**src/rtl/data_mem_responder.sv**
```systemverilog
// Data-memory slave for the multicycle control unit: accepts one load/store command,
// services it after WAIT_CYC wait states and returns a single-cycle completion pulse.
module data_mem_responder #(
  parameter int DATA_W   = 16,
  parameter int ADDR_W   = 8,
  parameter int WAIT_CYC = 2
) (
  input  logic              clk,
  input  logic              rst_n,
  input  logic              req_valid,
  output logic              req_ready,
  input  logic              MemRd,
  input  logic              MemWr,
  input  logic              LB,
  input  logic              ExtOp,
  input  logic [ADDR_W-1:0] addr,
  input  logic [DATA_W-1:0] wdata,
  output logic              rsp_valid,
  output logic [DATA_W-1:0] rsp_rdata,
  output logic              rsp_err,
  output logic [1:0]        dbg_state_o
);

  // Handshake: a command is accepted on a rising edge where req_valid && req_ready;
  // req_ready is high only in IDLE. rsp_valid is a one-cycle pulse with no backpressure.

  localparam int         DEPTH   = 2 ** (ADDR_W - 1);
  localparam logic [3:0] WAIT_LD = 4'(WAIT_CYC);

  typedef enum logic [1:0] {
    ST_IDLE   = 2'd0,
    ST_WAIT   = 2'd1,
    ST_ACCESS = 2'd2
  } state_t;

  state_t              state_q;
  logic [3:0]          cnt_q;
  logic                rd_q, wr_q, lb_q, ext_q;
  logic [ADDR_W-1:0]   addr_q;
  logic [DATA_W-1:0]   wdata_q;
  logic                rsp_valid_q, rsp_err_q;
  logic [DATA_W-1:0]   rsp_rdata_q;

  logic [DATA_W-1:0]   mem [DEPTH];

  logic [ADDR_W-2:0]   word_idx;
  logic [DATA_W-1:0]   rd_word;
  logic [7:0]          rd_byte;
  logic                cmd_err;
  logic [DATA_W-1:0]   rd_result;
  logic [DATA_W-1:0]   wr_word;
  logic                mem_we;

  assign word_idx = addr_q[ADDR_W-1:1];
  assign rd_word  = mem[word_idx];
  assign rd_byte  = addr_q[0] ? rd_word[15:8] : rd_word[7:0];

  // Exactly one of MemRd/MemWr must be set, and word accesses must be halfword aligned.
  assign cmd_err  = (rd_q == wr_q) | (~lb_q & addr_q[0]);
  assign mem_we   = (state_q == ST_ACCESS) & wr_q & ~cmd_err & rst_n;

  always_comb begin
    rd_result = '0;
    if (!cmd_err && rd_q) begin
      if (lb_q) rd_result = {{(DATA_W-8){ext_q & rd_byte[7]}}, rd_byte};
      else      rd_result = rd_word;
    end
  end

  // Byte stores rewrite only the addressed lane of the current word.
  always_comb begin
    wr_word = wdata_q;
    if (lb_q) begin
      wr_word = rd_word;
      if (addr_q[0]) wr_word[15:8] = wdata_q[7:0];
      else           wr_word[7:0]  = wdata_q[7:0];
    end
  end

  always_ff @(posedge clk) begin
    if (mem_we) mem[word_idx] <= wr_word;
  end

  always_ff @(posedge clk or negedge rst_n) begin
    if (!rst_n) begin
      state_q     <= ST_IDLE;
      cnt_q       <= '0;
      rd_q        <= 1'b0;
      wr_q        <= 1'b0;
      lb_q        <= 1'b0;
      ext_q       <= 1'b0;
      addr_q      <= '0;
      wdata_q     <= '0;
      rsp_valid_q <= 1'b0;
      rsp_err_q   <= 1'b0;
      rsp_rdata_q <= '0;
    end else begin
      rsp_valid_q <= 1'b0;
      case (state_q)
        ST_IDLE: begin
          if (req_valid) begin
            rd_q    <= MemRd;
            wr_q    <= MemWr;
            lb_q    <= LB;
            ext_q   <= ExtOp;
            addr_q  <= addr;
            wdata_q <= wdata;
            cnt_q   <= WAIT_LD;
            state_q <= (WAIT_LD == 4'd0) ? ST_ACCESS : ST_WAIT;
          end
        end
        ST_WAIT: begin
          cnt_q <= cnt_q - 4'd1;
          if (cnt_q == 4'd1) state_q <= ST_ACCESS;
        end
        ST_ACCESS: begin
          rsp_valid_q <= 1'b1;
          rsp_err_q   <= cmd_err;
          rsp_rdata_q <= rd_result;
          state_q     <= ST_IDLE;
        end
        default: state_q <= ST_IDLE;
      endcase
    end
  end

  assign req_ready   = (state_q == ST_IDLE);
  assign rsp_valid   = rsp_valid_q;
  assign rsp_rdata   = rsp_rdata_q;
  assign rsp_err     = rsp_err_q;
  assign dbg_state_o = state_q;

endmodule
```
**config.mk**
```make
export PLATFORM = sky130hd
export DESIGN_NAME = data_mem_responder
export DESIGN_NICKNAME = d
export VERILOG_FILES = /design/src/rtl/data_mem_responder.sv
export SDC_FILE = /design/constraint.sdc
export NUM_CORES = 2
export LEC_CHECK = 0
export CAP_MARGIN = 40
export CORE_ASPECT_RATIO = 0.9
export CORE_MARGIN = 10
export CORE_UTILIZATION = 63
export DETAILED_ROUTE_END_ITERATION = 16
export PLACE_DENSITY_LB_ADDON = 0.1
export SYNTH_ARGS = -nofsm -noshare
export SYNTH_HDL_FRONTEND = slang
export SYNTH_SLANG_ARGS = --single-unit
```
**constraint.sdc**
```tcl
create_clock -name clk -period 11.8 [get_ports clk]
set_input_delay 3.54 -clock clk [delete_from_list [all_inputs] [get_ports clk]]
set_output_delay 3.54 -clock clk [all_outputs]
set_load 0.005 [all_outputs]
```
# == Word-level counts from Yosys, hierarchy flattened ==
# Memory sizes are Yosys's and may differ from the RTL's.
# Index checks and enable logic that the tools add are counted.
# totals
memories,1
ram_bits,2048
input_bits,31
reg_bits,52
output_inout_bits,21
word_cells,48
# classes
n_reduce_logical,7
bitwise,8
addsub,1
n_eq_ne,6
muxes,14
# memory_table
name,depth,word_bits,rd,rd_ports_with_merged_regs,write_ports,line_no,source
mem,128,16,1,0,1,44,logic [DATA_W-1:0] mem [DEPTH];
# ops
op,count
2-to-1 mux 16 bit,3
2-to-1 mux 8 bit,3
case mux 4 bit (2 select lines),1
AND reduction 2 bit,3
AND 1 bit,5
equality test 4 x 1 -> 1 bit (second input constant),1
2-to-1 mux 2 bit,2
2-to-1 mux 4 bit,1
!= test 2 bit (second input constant),2
case mux 2 bit (2 select lines),1
subtractor 4 x 1 -> 4 bit (second input constant),1
2-to-1 mux 1 bit,3
equality test 2 x 1 -> 1 bit (second input constant),1
equality test 2 bit (second input constant),1
logical NOT 2 bit,1
NOT 1 bit,2
nonzero test 2 bit,1
equality test 1 bit,1
logical AND 1 bit,1
logical NOT 1 bit,1
bitwise OR 1 bit,1

# == Longest topological paths before layout ==
# logic_depth
ltp_word,8
depth_mapped,15
depth_no_buf,8

# == Least setup slack after synthesis ==
# OpenSTA, ideal clock, no wires.
# synth_path
path_type,register to register
startpoint,reg addr_q[3]
endpoint,mem mem[0][4] (data pin)
stages_incl_launch_ff,13
arrival_time_ps,7315
n_path_buf,6
setup_time_ps,1197
synth_period_minus_slack_ps,8511
path_slack_ps,3289
required_time_ps,10603
path_cell_list,dfrtp_1 buf_6 buf_8 and3b_1 buf_2 clkbuf_1 buf_2 buf_1 a21oi_1 a32oi_1 a22oi_1 and4_1 o21ai_0
# synth_via
elab_chain_len,3
# synth_rtl
element,line_no,source
"start, declared",39,logic [ADDR_W-1:0] addr_q;
"start signal, assigned",106,addr_q <= addr;
memory read (128 x 16 bit),--,
2-to-1 mux 8 bit,75,if (addr_q[0]) wr_word[15:8] = wdata_q[7:0];
2-to-1 mux 16 bit,73,if (lb_q) begin
net wr_word[4],51,logic [DATA_W-1:0] wr_word;
"end, declared",44,
# The timed path passes the listed nets, and every way through them passes these cells.

# == Worst setup path in the final report ==
# layout_path
startpoint,reg addr_q[2]
endpoint,mem mem[89][13] (data pin)
# The elaborated chain is that of the path after synthesis.

==> flow_summary.ini <==
[grt]
grt_max_degree = 105
grt_pass1_vias = 45200
antenna_found_initial = 12
grtUsageMet2_pct = 49.9
grt_util_met1_pct = 48.0
top_usage_layer = met2
grt-ovfl-total = 0
grt_util_all_layers_pct = 34.9
use_met3_pct = 12.7
grt_first_pass_wirelength_um = 350000

[worst_setup_path]
regToRegStartpoint = addr_q[2]$_DFFE_PN0P_
crit_type = register to register
cpPeakStageDelay_ps = 770
end_kind = register
rrSetupSlack_ps = 4890
required_ps = 12300
cpMaxStageDelayCell = buf_4
cp_max_fo = 72
cp.arrival_ps = 7420
cp_common_cell = buf_4
r2r-end = mem[89][13]$_DFFE_PP_
crit_chain = buf_4 -> nor2b_4 -> buf_4 -> a221oi_1 -> a221oi_1 -> a211oi_1 -> o41ai_1 -> buf_2 -> a311o_1 -> nor2_1 -> o22ai_4 -> buf_4 -> buf_4
worst_setup_path_start_kind = register
crit_family = buffers and inverters
cp_num_buf_inv = 5
reg2reg_depth = 13

[layout]
seqCellArea_um2 = 62800
finish.utilization_pct = 71.5
multi_input_area_um2 = 15800
nFillCells = 7782
drive_above_1_share_pct = 15.2
final_nets = 4801
synthToLayoutAreaGrowth_pct = 12.2

[die]
num_io_pins = 52
die_area_um2 = 142000
die_y_um = 358
die_w_um = 396
initial_core_util_pct = 63.7
num_rows = 123
fp.coreArea_um2 = 126000

[sta]
finClkSkew_ps = 45.1
finalHoldViolCount = 0
grt_setup_unrepaired = no
fmax_ghz = 0.145
drv_slew = 0
slew_headroom_pct = 28.4
worst_slack_ps = 4890
fin_crit_ps = 6910
fin_setup_tns_ps = 0
setup_viol = 0
holdWs_ps = 490
period_share_pct = 58.6
worst_pin_slew_ps = 1070

[detailed_routing]
via_per_inst = 7.30
avgRoutedWirePerCell_um = 37.8
num_vias = 48300
post-route-drc-count = 0
drt_iter0_markers = 8193
final_antenna_net_count = 0
wl_um = 250000
drt_pass1_iterations = 8

[power_and_ir_drop]
switching_share_pct = 38.3
p_leak_nw = 28.6
pwr_density_cell_nw_per_um2 = 280
max-vdd-ir-drop_uv = 484
total_power_mw = 25.1
intPower_mw = 15.5
clkPwrFrac_pct = 24.2
p_seq_share_pct = 41.0
p_sw_mw = 9.61
power.share.combinational_pct = 34.8

[synthesis]
yosysUniqueCellTypes = 81
synth_most_common_cell = edfxtp_1
yosys_warnings = 0
postSynth.asyncResetShare_pct = 2.48
synth_common_cells = edfxtp_1, a22oi_1, nor2_1
ys_seq_elements = 2100
yosysSeqAreaShare_pct = 78.6
syn_nets = 4598
synthCells = 4565
ys.flop_type = edfxtp_1
synth_top_cell_by_area = edfxtp_1
synth_edf_count = 2048
netlist_area_um2 = 79900
synth_top_area_share_pct = 76.9
synthTopCellsByArea = edfxtp_1, a22oi_1, mux2i_1
synth_area_per_cell_um2 = 17.5

[clocking]
cts_buffers = 195
cts.reportedPaths.clkPinSlew_ps = 60
cts_root_buf = clkbuf_16
post_cts_buffers = 0
clock_latency_ps = 860
clock_tree.buffer_depth = 3
cts.repair.resized = 0
hold_buffers = 0
clock-sinks = 2100
cts_tree = yes
htreeDepth = 4

[worst_hold_path]
min-delay-start = cnt_q[3]$_DFFE_PN0P_
min_path_type = register to register
hold_path_depth = 1
min_to = cnt_q[3]$_DFFE_PN0P_

[run_status]
status = finished, final reports clean

[job]
maxCapViolations = 0

[place]
place_ws_ps = 4980
hpwl_um = 145000
place.gp.congestion = 0.935
io_buffers = 51
[how the worst max path moves through the flow]
stage / from / to / slack, ps / cells past startpoint
after detailed placement: rst_n / mem[10][6]$_DFFE_PP_ / 4980 / 9
final: addr_q[2]$_DFFE_PN0P_ / mem[89][13]$_DFFE_PP_ / 4890 / 13
after global placement: rst_n / mem[75][1]$_DFFE_PP_ / 4940 / 8
after CTS: addr_q[2]$_DFFE_PN0P_ / mem[89][13]$_DFFE_PP_ / 5130 / 13
after floorplan: addr_q[3]$_DFFE_PN0P_ / mem[0][4]$_DFFE_PP_ / 3290 / 12
after global routing: addr_q[2]$_DFFE_PN0P_ / mem[93][13]$_DFFE_PP_ / 4920 / 13
[metal layers]
metal  share of wire, %  wire length [µm]
met3                 16             40000
met1                 35             88500
met4                5.4             13600
met5              0.022                56
met2                 43            108000
[power groups by stage]
stage,logic (mW),clock network [mW],registers (mW)
finish,8.74,6.07,10.3
global route,8.87,6.39,10.3
CTS,8.36,6.08,10.3
detailed placement,8.33,0,10.5
global placement,8.11,0,10.5
floorplan,4.15,0,10.7
[cells in the final DEF, fill, tap and decap left out, drive strengths merged, types with 57 or more instances in the layout]
master  count
a221oi    150
clkinv     92
clkbuf    249
mux2i     177
nand2     194
buf       270
edfxtp   2048
a221o      57
mux2      121
nor2      241
a22oi     397
o21ai     123
a21oi     150
[registers in the layout, indices dropped and copies added (netlist names)]
| register | count |
|---|---|
| addr_q | 8 |
| cnt_q | 4 |
| dbg_state_o | 2 |
| ext_q | 1 |
| lb_q | 1 |
| mem | 2048 |
| rd_q | 1 |
| rsp_err | 1 |
| rsp_rdata | 16 |
| rsp_valid | 1 |
| wdata_q | 16 |
| wr_q | 1 |
[metrics by stage]
step | cells | area, µm²
after floorplan | 4565 | 79900
after global placement | 6225 | 83200
after detailed placement | 6252 | 83500
after CTS | 6610 | 89700
after global routing | 6616 | 89700
final | 6620 | 89700
[area by class of cell]
type	instances	area share, %
Multi-Input combinational cell	2130	17.6
Clock buffer	246	5.80
Clock inverter	112	1.03
Tap cell	1687	2.35
Inverter	16	0.0697
Sequential cell	2100	70.0
Timing Repair Buffer	325	3.13
Antenna cell	4	0.0112
[cell families after synthesis]
logic type,after synthesis,share of synthesized area [%]
AND/OR/NAND/NOR,600,3.35
XOR/XNOR,1,0.0110
multiplexers,333,4.91
buffers and inverters,335,2.03
flip-flops,2100,78.6
AO/OA/AOI/OAI,1194,11.1
adder cells (fa/ha/maj),2,0.0313
(Power assumes the default switching activity.)
